[config.mk]
export PLATFORM = sky130hd
export DESIGN_NAME = register_file_2w
export DESIGN_NICKNAME = d
export VERILOG_FILES = /design/src/rtl/register_file_2w.sv
export SDC_FILE = /design/constraint.sdc
export NUM_CORES = 1
export LEC_CHECK = 0
export CAP_MARGIN = 20
export CORE_ASPECT_RATIO = 0.75
export CORE_UTILIZATION = 33
export CTS_CLUSTER_SIZE = 8
export DETAILED_ROUTE_END_ITERATION = 8
export SLEW_MARGIN = 15
export SYNTH_ARGS = -nofsm -noshare
export SYNTH_HDL_FRONTEND = slang
export SYNTH_SLANG_ARGS = --single-unit
[constraint.sdc]
create_clock -name clk -period 7.86 [get_ports clk]
set_input_delay 2.358 -clock clk [delete_from_list [all_inputs] [get_ports clk]]
set_output_delay 2.358 -clock clk [all_outputs]
set_load 0.05 [all_outputs]
[src/rtl/register_file_2w.sv]
// register_file_2w: 2-read / 2-write register file with busy scoreboard.
// Define REGFILE_BYPASS_EN for same-cycle write-to-read bypass.
module register_file_2w #(
  parameter int DATA_W   = 16,
  parameter int ADDR_W   = 4,
  parameter bit ZERO_REG = 1'b1
) (
  input  logic              clk,
  input  logic              rst,
  input  logic              wr_en_0,
  input  logic [ADDR_W-1:0] wr_addr_0,
  input  logic [DATA_W-1:0] wr_data_0,
  input  logic              wr_en_1,
  input  logic [ADDR_W-1:0] wr_addr_1,
  input  logic [DATA_W-1:0] wr_data_1,
  input  logic [ADDR_W-1:0] rd_addr_1,
  output logic [DATA_W-1:0] rd_data_1,
  output logic              rd_busy_1,
  input  logic [ADDR_W-1:0] rd_addr_2,
  output logic [DATA_W-1:0] rd_data_2,
  output logic              rd_busy_2,
  input  logic              busy_set_en,
  input  logic [ADDR_W-1:0] busy_set_addr,
  output logic [ADDR_W:0]   busy_count
);

  localparam int DEPTH = 1 << ADDR_W;

  logic [DATA_W-1:0] regs [DEPTH];
  logic [DEPTH-1:0]  busy;
  logic [DEPTH-1:0]  busy_nxt;
  logic [ADDR_W:0]   cnt_nxt;
  logic              we0;
  logic              we1;
  logic              bs;

  function automatic logic is_zero(
    input logic [ADDR_W-1:0] a
  );
    return ZERO_REG && (a == '0);
  endfunction

  // Qualified enables; port 1 loses to port 0 on the same address
  always_comb begin
    we0 = wr_en_0 && !is_zero(wr_addr_0);
    we1 = wr_en_1 && !is_zero(wr_addr_1)
          && !(we0 && (wr_addr_1 == wr_addr_0));
    bs  = busy_set_en && !is_zero(busy_set_addr);
  end

  // Next busy vector: writes clear, a set on the same address wins
  always_comb begin
    busy_nxt = busy;
    if (we0) busy_nxt[wr_addr_0] = 1'b0;
    if (we1) busy_nxt[wr_addr_1] = 1'b0;
    if (bs)  busy_nxt[busy_set_addr] = 1'b1;
  end

  // Population count of the next busy vector
  always_comb begin
    cnt_nxt = '0;
    for (int i = 0; i < DEPTH; i++) begin
      cnt_nxt = cnt_nxt + {{ADDR_W{1'b0}}, busy_nxt[i]};
    end
  end

  // Register storage
  always_ff @(posedge clk or negedge rst) begin
    if (!rst) begin
      for (int i = 0; i < DEPTH; i++) begin
        regs[i] <= '0;
      end
    end else begin
      if (we0) regs[wr_addr_0] <= wr_data_0;
      if (we1) regs[wr_addr_1] <= wr_data_1;
    end
  end

  // Busy scoreboard and its registered count
  always_ff @(posedge clk or negedge rst) begin
    if (!rst) begin
      busy       <= '0;
      busy_count <= '0;
    end else begin
      busy       <= busy_nxt;
      busy_count <= cnt_nxt;
    end
  end

  function automatic logic [DATA_W-1:0] rd_word(
    input logic [ADDR_W-1:0] a
  );
    logic [DATA_W-1:0] d;
    d = regs[a];
`ifdef REGFILE_BYPASS_EN
    // we0/we1 never hit the same address, so hits are exclusive
    unique case (1'b1)
      (we0 && wr_addr_0 == a): d = wr_data_0;
      (we1 && wr_addr_1 == a): d = wr_data_1;
      default: ;
    endcase
`endif
    if (!rst || is_zero(a)) d = '0;
    return d;
  endfunction

  function automatic logic rd_flag(
    input logic [ADDR_W-1:0] a
  );
    logic b;
    b = busy[a];
`ifdef REGFILE_BYPASS_EN
    // A bypassed write retires the producer unless a new one issues
    unique case (1'b1)
      (we0 && wr_addr_0 == a),
      (we1 && wr_addr_1 == a): b = bs && (busy_set_addr == a);
      default: ;
    endcase
`endif
    if (!rst || is_zero(a)) b = 1'b0;
    return b;
  endfunction

  // Read port 1
  always_comb begin
    rd_data_1 = rd_word(rd_addr_1);
    rd_busy_1 = rd_flag(rd_addr_1);
  end

  // Read port 2
  always_comb begin
    rd_data_2 = rd_word(rd_addr_2);
    rd_busy_2 = rd_flag(rd_addr_2);
  end

endmodule

# ---- Word-level counts from Yosys, hierarchy flattened
# Cells that the tools add are included.
dict set report totals {
  in_bits 57
  register_bits 277
  output_inout_bits 39
}
dict set report op_classes {
  n_bitwise 9
  n_addsub 15
  order_cmp 14
  muxes 31
  n_reduce_logical 22
  eq_ne 1
}
# operator n
set ops {}
lappend ops {{bitwise mux 256 bit} 2}
lappend ops {{2-to-1 mux 256 bit} 2}
lappend ops {{2-to-1 mux 16 bit} 11}
lappend ops {{binary-select mux 16 bit (select 4 bit)} 2}
lappend ops {{demux 16 bit (select 4 bit)} 2}
lappend ops {{adder 5 x 1 -> 5 bit} 11}
lappend ops {{AND 16 bit} 2}
lappend ops {{NOT 16 bit} 2}
lappend ops {{less-than comparator 4 x 5 -> 1 bit, second input constant} 5}
lappend ops {{greater-or-equal comparator 5 bit, second input constant} 4}
lappend ops {{zero test 4 bit} 5}
lappend ops {{NOT 4 -> 5 bit} 4}
lappend ops {{OR 16 bit} 1}
lappend ops {{demux 1 bit (select 4 bit)} 3}
lappend ops {{greater-or-equal comparator 4 x 1 -> 1 bit, second input constant} 3}
lappend ops {{logical AND 1 bit} 10}
lappend ops {{less-than comparator 5 x 1 -> 1 bit, second input constant} 2}
lappend ops {{binary-select mux 1 bit (select 4 bit)} 2}
lappend ops {{2-to-1 mux 1 bit} 7}
lappend ops {{adder 4 x 1 -> 5 bit} 1}
lappend ops {{zero test 1 bit} 5}
lappend ops {{adder 3 x 1 -> 4 bit} 1}
lappend ops {{equality test 4 bit} 1}
lappend ops {{adder 2 x 1 -> 3 bit} 1}
lappend ops {{other kinds (2)} 3}

# ---- Depth between registers and ports, before layout
# Gate-level depths: netlist of the first run.
dict set report logic_depth {
  ltp_word 26
  depth_mapped 18
  ltp_nobuf 15
}

# ---- Worst setup path after synthesis of the first run
# No wires, ideal clock.
dict set report synth_timing {
  path_kind {input to output}
  start {input rd_addr_2[1]}
  end {output rd_busy_2}
  arrival_ns 4.496
  setup_slack_ns 1.006
  path_stages 5
  t_required_ns 5.502
  path_cell_list {clkbuf_1 -> buf_1 -> buf_2 -> mux2i_1 -> o21ai_0}
}
dict set report synth_via {
  elab_chain_cells 3
}
# element line_no
set synth_rtl {}
lappend synth_rtl {{from (decl)} 19} ;# input logic [ADDR_W-1:0] rd_addr_2,
lappend synth_rtl {{binary-select mux 1 bit (select 4 bit) / zero test 4 bit (equally long branches)} {111, 40}}
lappend synth_rtl {{2-to-1 mux 1 bit (implied by the code) / logical OR 1 bit (equally long branches)} {111, 120}}
lappend synth_rtl {{2-to-1 mux 1 bit (*)} 120} ;# if (!rst || is_zero(a)) b = 1'b0;
lappend synth_rtl {{to (decl)} 21} ;# output logic rd_busy_2,
# Mark *: on every way between the ends. The rest lies on a longest branch, timed or not. The select of a mux whose other input is x is not followed.

# ---- Worst setup path in the final report of the first run
dict set report layout_timing {
  start {input rd_addr_2[3]}
  end {output rd_data_2[13]}
}
dict set report layout_via {
  elab_chain_cells 5
}
# element line_no
set layout_rtl {}
lappend layout_rtl {{NOT 4 -> 5 bit (implied by the code)} 94} ;# d = regs[a];
lappend layout_rtl {{binary-select mux 16 bit (select 4 bit)} 94}
lappend layout_rtl {{2-to-1 mux 16 bit (implied by the code) (2 in series)} 94}
lappend layout_rtl {{2-to-1 mux 16 bit (*)} 103} ;# if (!rst || is_zero(a)) d = '0;
lappend layout_rtl {{to (decl)} 20} ;# output logic [DATA_W-1:0] rd_data_2,
# Marks and branches as above.

==> results.py, run 1 <==
metrics = {
    "outcome": {
        "outcome": "finished with violations",
        "failing_checks": "DRC",
    },
    "synth": {
        "ys.warnings.count": 0,
        "number_of_flops_mapped_to_enable_cells_by_yosys": 0,
        "netlist_area_sq_um": 18300,
        "post-synth-top-area-fraction": 0.378,
        "yosys_register_bits": 277,
        "yosysSeqAreaShare": 0.378,
        "syn-mean-instance-area_sq_um": 13.5,
        "postSynthNetCount": 1428,
        "ys_dominant_reg_cell": "sky130_fd_sc_hd__dfrtp_1",
        "yosysUniqueCellTypes": 48,
        "synth_top_area_cell": "sky130_fd_sc_hd__dfrtp_1",
        "synth_async_sr_flop_share": 1.00,
        "syn-instance-count": 1356,
        "post_synth_main_area_contributors": "sky130_fd_sc_hd__dfrtp_1 (38%), sky130_fd_sc_hd__mux2_2 (29%), sky130_fd_sc_hd__mux4_2 (13%)",
    },
    "route": {
        "ant_nets": 0,
        "detailroute.via_count": 12700,
        "post_drt_via_cell_ratio": 5.88,
        "drt_iter0_drc": 1206,
        "wire_length_after_detailed_routing_mm": 64.3,
        "routed_wire_length_per_instance_microns": 29.8,
        "drt_first_pass_iters": 7,
        "drc_errors": 8,
    },
    "final_layout": {
        "mostFrequentLayoutCell": "sky130_fd_sc_hd__mux2_2",
        "layout-drive-gt1-share": 0.538,
        "final-instance-count-excl-fill": 2155,
        "nFillCells": 5094,
        "layout.cells.most_common_list": "sky130_fd_sc_hd__mux2_2 (471), sky130_fd_sc_hd__dfrtp_1 (277), sky130_fd_sc_hd__buf_4 (104)",
        "layout.nets": 1498,
        "area_growth_syn_to_layout_pct": 15.2,
    },
    "pwr": {
        "vdd_ir_drop_max_v": 0.000143,
        "total_leakage_power_nw": 8.66,
        "design_power_total_mw": 5.46,
        "power_per_cell_area_nw_per_um2": 258,
    },
    "floorplanning": {
        "io-pin-count": 96,
        "row_count": 74,
        "chipWidth_microns": 274,
        "core_sq_um": 54600,
        "floorplan.initialDensity": 0.336,
        "die-area_sq_um": 56500,
        "fp.dieH_microns": 206,
    },
    "place": {
        "place_inst": 2106,
        "finalWeightedCongestion": 0.897,
        "buffer_ports.inserted": 95,
        "pre_cts_ws_ns": 0.559,
        "place.detailed.hpwl_mm": 40.5,
    },
    "timing": {
        "finalCritPeriodShare": 0.913,
        "min_period_ns": 7.18,
        "max_freq_mhz": 139,
        "final-setup-viol-count": 0,
        "hold_ws_ns": 0.394,
        "tightest_slew_ns": 1.22,
        "finalWorstSetupSlack_ns": 0.682,
        "max-slew-margin-rel": 0.182,
        "grt_setup_unrepaired": "no",
        "maxSlewViolCount": 0,
        "hold_vio_cnt_final": 0,
        "finClkSkew_ns": 0.0246,
        "setup_total_negative_slack_ns": 0,
    },
    "clocking": {
        "clock-sinks": 277,
        "cts_tree": "done",
        "cts_post_setup_buffers_inserted": 0,
        "cts.hold.buffers_added": 0,
        "cts_root_buf": "sky130_fd_sc_hd__clkbuf_16",
        "cts_made_buffers": 40,
        "insertion_delay_ns": 0.55,
        "cts-resized-gates": 0,
        "cts_max_path_buffers": 3,
        "cts_max_level": 2,
        "clock_slew_at_the_register_clock_pins_of_the_worst_setup_and_hold_paths_ns": 0.05,
    },
    "critical_path": {
        "slowest_stage": "sky130_fd_sc_hd__nand2_1",
        "worstPathArrival_ns": 4.82,
        "critical_path.most_common_cell": "sky130_fd_sc_hd__o21ai_0",
        "critical_path.max_fanout": 17,
        "cp_data_required_time_ns": 5.50,
        "crit_type": "primary input to primary output",
        "critical_path.cell_chain": "clkdlybuf4s50_1 > nand2_1 > a221oi_1 > o21ai_0 > o21ai_0 > buf_4",
        "crit_path_max_incr_delay_ns": 0.64,
        "timing.critical_path.from_type": "primary input",
        "crit_path_end_kind": "primary output",
    },
    "flow_run": {
        "maxCapViolations": 0,
    },
    "global_route": {
        "global_route_wire_length_before_repair_mm": 93.5,
        "first_global_vias": 13200,
        "grt.overflow.total": 0,
        "antenna_violations_before_repair": 7,
        "grt.total_usage": 0.230,
        "maximum_number_of_pins_on_one_net_before_global_route_repair": 138,
    },
    "hold_path": {
        "hold_path_class": "flip-flop to flip-flop",
    },
}
synth_stat cells, types with 5 or more instances:
master and instances:
sky130_fd_sc_hd__mux2_2 471, sky130_fd_sc_hd__ha_1 5, sky130_fd_sc_hd__nand3_1 6, sky130_fd_sc_hd__dfrtp_1 277, sky130_fd_sc_hd__fa_1 10, sky130_fd_sc_hd__buf_1 10
sky130_fd_sc_hd__mux2i_1 102, sky130_fd_sc_hd__buf_2 23, sky130_fd_sc_hd__nor2b_1 10, sky130_fd_sc_hd__clkbuf_1 87, sky130_fd_sc_hd__o21ai_4 8, sky130_fd_sc_hd__inv_1 11
sky130_fd_sc_hd__a32o_1 15, sky130_fd_sc_hd__nand2_2 5, sky130_fd_sc_hd__nand2_1 11, sky130_fd_sc_hd__a32oi_1 12, sky130_fd_sc_hd__buf_6 12, sky130_fd_sc_hd__buf_4 5
sky130_fd_sc_hd__a221oi_1 34, sky130_fd_sc_hd__mux2_4 8, sky130_fd_sc_hd__mux4_2 102, sky130_fd_sc_hd__nor2_1 19, sky130_fd_sc_hd__o21ai_0 68
cell families (layout without fill, tap and decap cells):
family,after synthesis,after routing,share of synthesized area
adder cells (fa/ha/maj),15,15,0.0143
flip-flops,277,277,0.378
multiplexers,684,684,0.477
AO/OA/AOI/OAI,149,149,0.0649
AND/OR/NAND/NOR,75,75,0.0233
XOR/XNOR,5,5,0.00239
buffers and inverters,151,223,0.0399
other,0,5,0
state kept, by name, summed over array words and instances (netlist names):
signal / cells
busy: 16
busy_count: 5
regs: 256
stage by stage:
step	util	area, sq um
CTS	0.386	21100
floorplan	-	18300
finish	0.387	21100
detailed placement	0.367	20100
global route	0.386	21100
global placement	0.367	20100
path summary, 6_finish.rpt:
path,slack (ns),to,startpoint,cells past startpoint
max,0.68,rd_data_2[13],rd_addr_2[3],6
min,0.39,regs[249],regs[249],0
max reg2reg,4.09,busy_count[4],busy[13],10
min reg2reg,0.39,regs[249],regs[249],0
max in group asynchronous,4.22,regs[180],rst,3
min in group asynchronous,1.68,regs[158],rst,1
cell type report:
| cell class | instances | area (sq um) | share of cell area |
|---|---|---|---|
| sequential | 277 | 6930 | 0.328 |
| clock inverter | 3 | 22.5 | 0.00107 |
| tap | 722 | 903 | 0.0428 |
| multi-input combinational | 928 | 10700 | 0.507 |
| timing repair buffer | 167 | 1470 | 0.0694 |
| clock buffer | 41 | 1030 | 0.0486 |
| antenna | 5 | 12.5 | 0.000592 |
| inverter | 12 | 45.0 | 0.00213 |
metal layers:
metal | track usage | vias up | wire length (microns)
li1 | - | 5361 | -
met1 | 0.326 | 6666 | 28500
met2 | 0.347 | 534 | 28500
met3 | 0.0438 | 121 | 4990
met4 | 0.0869 | 0 | 2220
met5 | 0 | - | 0
critical path: cells and delay by family:
family / cells / cell delay, ns
buf+inv: 2 / 0.82
compound gates: 3 / 0.98
simple gates: 1 / 0.64
where the power goes:
part / switching [mW] / leakage, nW / internal (mW)
logic: 0.792 / 4.78 / 1.03
registers: 0.284 / 3.37 / 1.80
clock network: 0.642 / 0.518 / 0.915
No activity file was read; power rests on OpenSTA's default activity.
==> run 2: changes to the inputs <==
--- a/config.mk
+++ b/config.mk
@@ -10,6 +10,7 @@
 export CORE_UTILIZATION = 33
 export CTS_CLUSTER_SIZE = 8
 export DETAILED_ROUTE_END_ITERATION = 8
+export MAX_ROUTING_LAYER = met4
 export SLEW_MARGIN = 15
 export SYNTH_ARGS = -nofsm -noshare
 export SYNTH_HDL_FRONTEND = slang
==> results.py, run 2 (synthesized netlist as in run 1, its figures left out) <==
metrics = {
    "outcome": {
        "outcome": "finished with violations",
        "failing_checks": "DRC",
    },
    "hold_path": {
        "holdCritStartpoint": "regs[250]",
        "timing.hold.worst_endpoint": "regs[250]",
        "worstHoldPathCells": 0,
        "hold_path_class": "flip-flop to flip-flop",
    },
    "clocking": {
        "cts.hold.buffers_added": 0,
        "cts-resized-gates": 0,
        "insertion_delay_ns": 0.55,
        "cts_made_buffers": 40,
        "clock-sinks": 277,
        "clock_slew_at_the_register_clock_pins_of_the_worst_setup_and_hold_paths_ns": 0.05,
        "cts_tree": "done",
        "cts_max_path_buffers": 3,
        "cts_root_buf": "sky130_fd_sc_hd__clkbuf_16",
        "cts_max_level": 2,
        "cts_post_setup_buffers_inserted": 0,
    },
    "place": {
        "place.detailed.hpwl_mm": 40.5,
        "finalWeightedCongestion": 0.913,
        "pre_cts_ws_ns": 0.559,
        "buffer_ports.inserted": 95,
        "place_inst": 2106,
        "detailed_place.area_sq_um": 20100,
    },
    "floorplanning": {
        "floorplan.initialDensity": 0.336,
        "fp.dieH_microns": 206,
        "die-area_sq_um": 56500,
        "chipWidth_microns": 274,
        "io-pin-count": 96,
        "row_count": 74,
        "core_sq_um": 54600,
    },
    "timing": {
        "finClkSkew_ns": 0.0225,
        "hold_ws_ns": 0.392,
        "tightest_slew_ns": 1.20,
        "finalCritPeriodShare": 0.904,
        "max-slew-margin-rel": 0.195,
        "final-setup-viol-count": 0,
        "setup_total_negative_slack_ns": 0,
        "max_freq_mhz": 141,
        "min_period_ns": 7.11,
        "maxSlewViolCount": 0,
        "finalWorstSetupSlack_ns": 0.751,
        "grt_setup_unrepaired": "no",
        "hold_vio_cnt_final": 0,
    },
    "global_route": {
        "global_route_wire_length_before_repair_mm": 93.5,
        "grt.overflow.total": 0,
        "antenna_violations_before_repair": 7,
        "maximum_number_of_pins_on_one_net_before_global_route_repair": 138,
        "grt.total_usage": 0.237,
        "first_global_vias": 13200,
    },
    "final_layout": {
        "nFillCells": 5096,
        "final-instance-count-excl-fill": 2156,
        "largest_registers": "regs x256, busy x16, busy_count x5",
        "area_growth_syn_to_layout_pct": 15.2,
        "post-route-cell-area_sq_um": 21100,
        "layout.core_utilization": 0.387,
        "layout.nets": 1498,
        "layout-drive-gt1-share": 0.538,
        "largest_register_ff_count": 256,
        "mostFrequentLayoutCell": "sky130_fd_sc_hd__mux2_2",
        "layout.cells.most_common_list": "sky130_fd_sc_hd__mux2_2 (471), sky130_fd_sc_hd__dfrtp_1 (277), sky130_fd_sc_hd__buf_4 (104)",
        "registers.top_by_ff_count": "regs",
    },
    "critical_path": {
        "reg2reg_from": "busy[13]",
        "worst-r2r-setup-slack_ns": 4.09,
        "worstPathArrival_ns": 4.75,
        "r2r_end": "busy_count[4]",
        "crit_type": "primary input to primary output",
        "crit_path_end_kind": "primary output",
        "worst_r2r_path_depth": 10,
        "cp_data_required_time_ns": 5.50,
        "timing.critical_path.from_type": "primary input",
        "critical_path.max_fanout": 17,
    },
    "route": {
        "drt_first_pass_iters": 9,
        "drt_iter0_drc": 1168,
        "detailroute.via_count": 12700,
        "post_drt_via_cell_ratio": 5.88,
        "wire_length_after_detailed_routing_mm": 64.2,
        "drc_errors": 12,
        "ant_nets": 0,
        "routed_wire_length_per_instance_microns": 29.8,
    },
    "pwr": {
        "power.combinational.fraction": 0.333,
        "p_sw_mw": 1.72,
        "pwr-share-clk": 0.286,
        "design_power_total_mw": 5.46,
        "power.sequential.fraction": 0.381,
        "vdd_ir_drop_max_v": 0.000142,
        "p_sw_frac": 0.315,
        "intPower_mw": 3.74,
        "power_per_cell_area_nw_per_um2": 258,
        "total_leakage_power_nw": 8.66,
    },
    "flow_run": {
        "maxCapViolations": 0,
    },
}
[run 2: cell count changes in the layout (fill, tap and decap cells not counted)]
cell	delta
sky130_fd_sc_hd__diode_2	+1
[run 2: area by class of cell]
| type | count | area (sq um) | area share |
|---|---|---|---|
| Sequential cell | 277 | 6930 | 0.328 |
| Clock buffer | 41 | 1030 | 0.0486 |
| Inverter | 12 | 45.0 | 0.00213 |
| Clock inverter | 3 | 22.5 | 0.00107 |
| Antenna cell | 6 | 15.0 | 0.000711 |
| Multi-Input combinational cell | 928 | 10700 | 0.507 |
| Tap cell | 722 | 903 | 0.0428 |
| Timing Repair Buffer | 167 | 1470 | 0.0694 |
[run 2: worst max-delay path by stage]
stage / startpoint / end / slack, ns / depth (start not counted)
after floorplan: rd_addr_2[1] / rd_busy_2 / 1.01 / 5
after global placement: wr_addr_0[3] / busy_count[4] / 0.63 / 15
after detailed placement: wr_addr_0[3] / busy_count[4] / 0.56 / 15
after CTS: rd_addr_2[3] / rd_data_2[15] / 0.66 / 7
after global routing: rd_addr_2[3] / rd_data_2[14] / 0.60 / 6
final: rd_addr_2[3] / rd_data_2[4] / 0.75 / 7
[run 2: power by group through the flow]
| stage | sequential (mW) | clock, mW | combinational (mW) |
|---|---|---|---|
| after CTS | 2.07 | 1.59 | 1.83 |
| after detailed placement | 2.09 | 0 | 1.82 |
| after global placement | 2.06 | 0 | 1.78 |
| final | 2.08 | 1.56 | 1.82 |
| after global routing | 2.12 | 1.64 | 1.99 |
| after floorplan | 2.02 | 0 | 1.37 |
[run 2: worst max-delay path, stage by stage]
cell and delay, ns:
sky130_fd_sc_hd__clkdlybuf4s50_1 0.54, sky130_fd_sc_hd__nand2_1 0.62, sky130_fd_sc_hd__a221oi_1 0.53, sky130_fd_sc_hd__o21ai_0 0.18, sky130_fd_sc_hd__o21ai_0 0.13, sky130_fd_sc_hd__buf_4 0.18, sky130_fd_sc_hd__buf_4 0.20
[run 2: per-layer routing]
layer | wire, microns | vias to the layer above | part of all wire | GRT usage
li1 | - | 5359 | - | -
met1 | 28700 | 6697 | 0.45 | 0.326
met2 | 28600 | 502 | 0.45 | 0.349
met3 | 4630 | 121 | 0.072 | 0.0397
met4 | 2300 | 0 | 0.036 | 0.0889
met5 | 0 | - | 0 | -
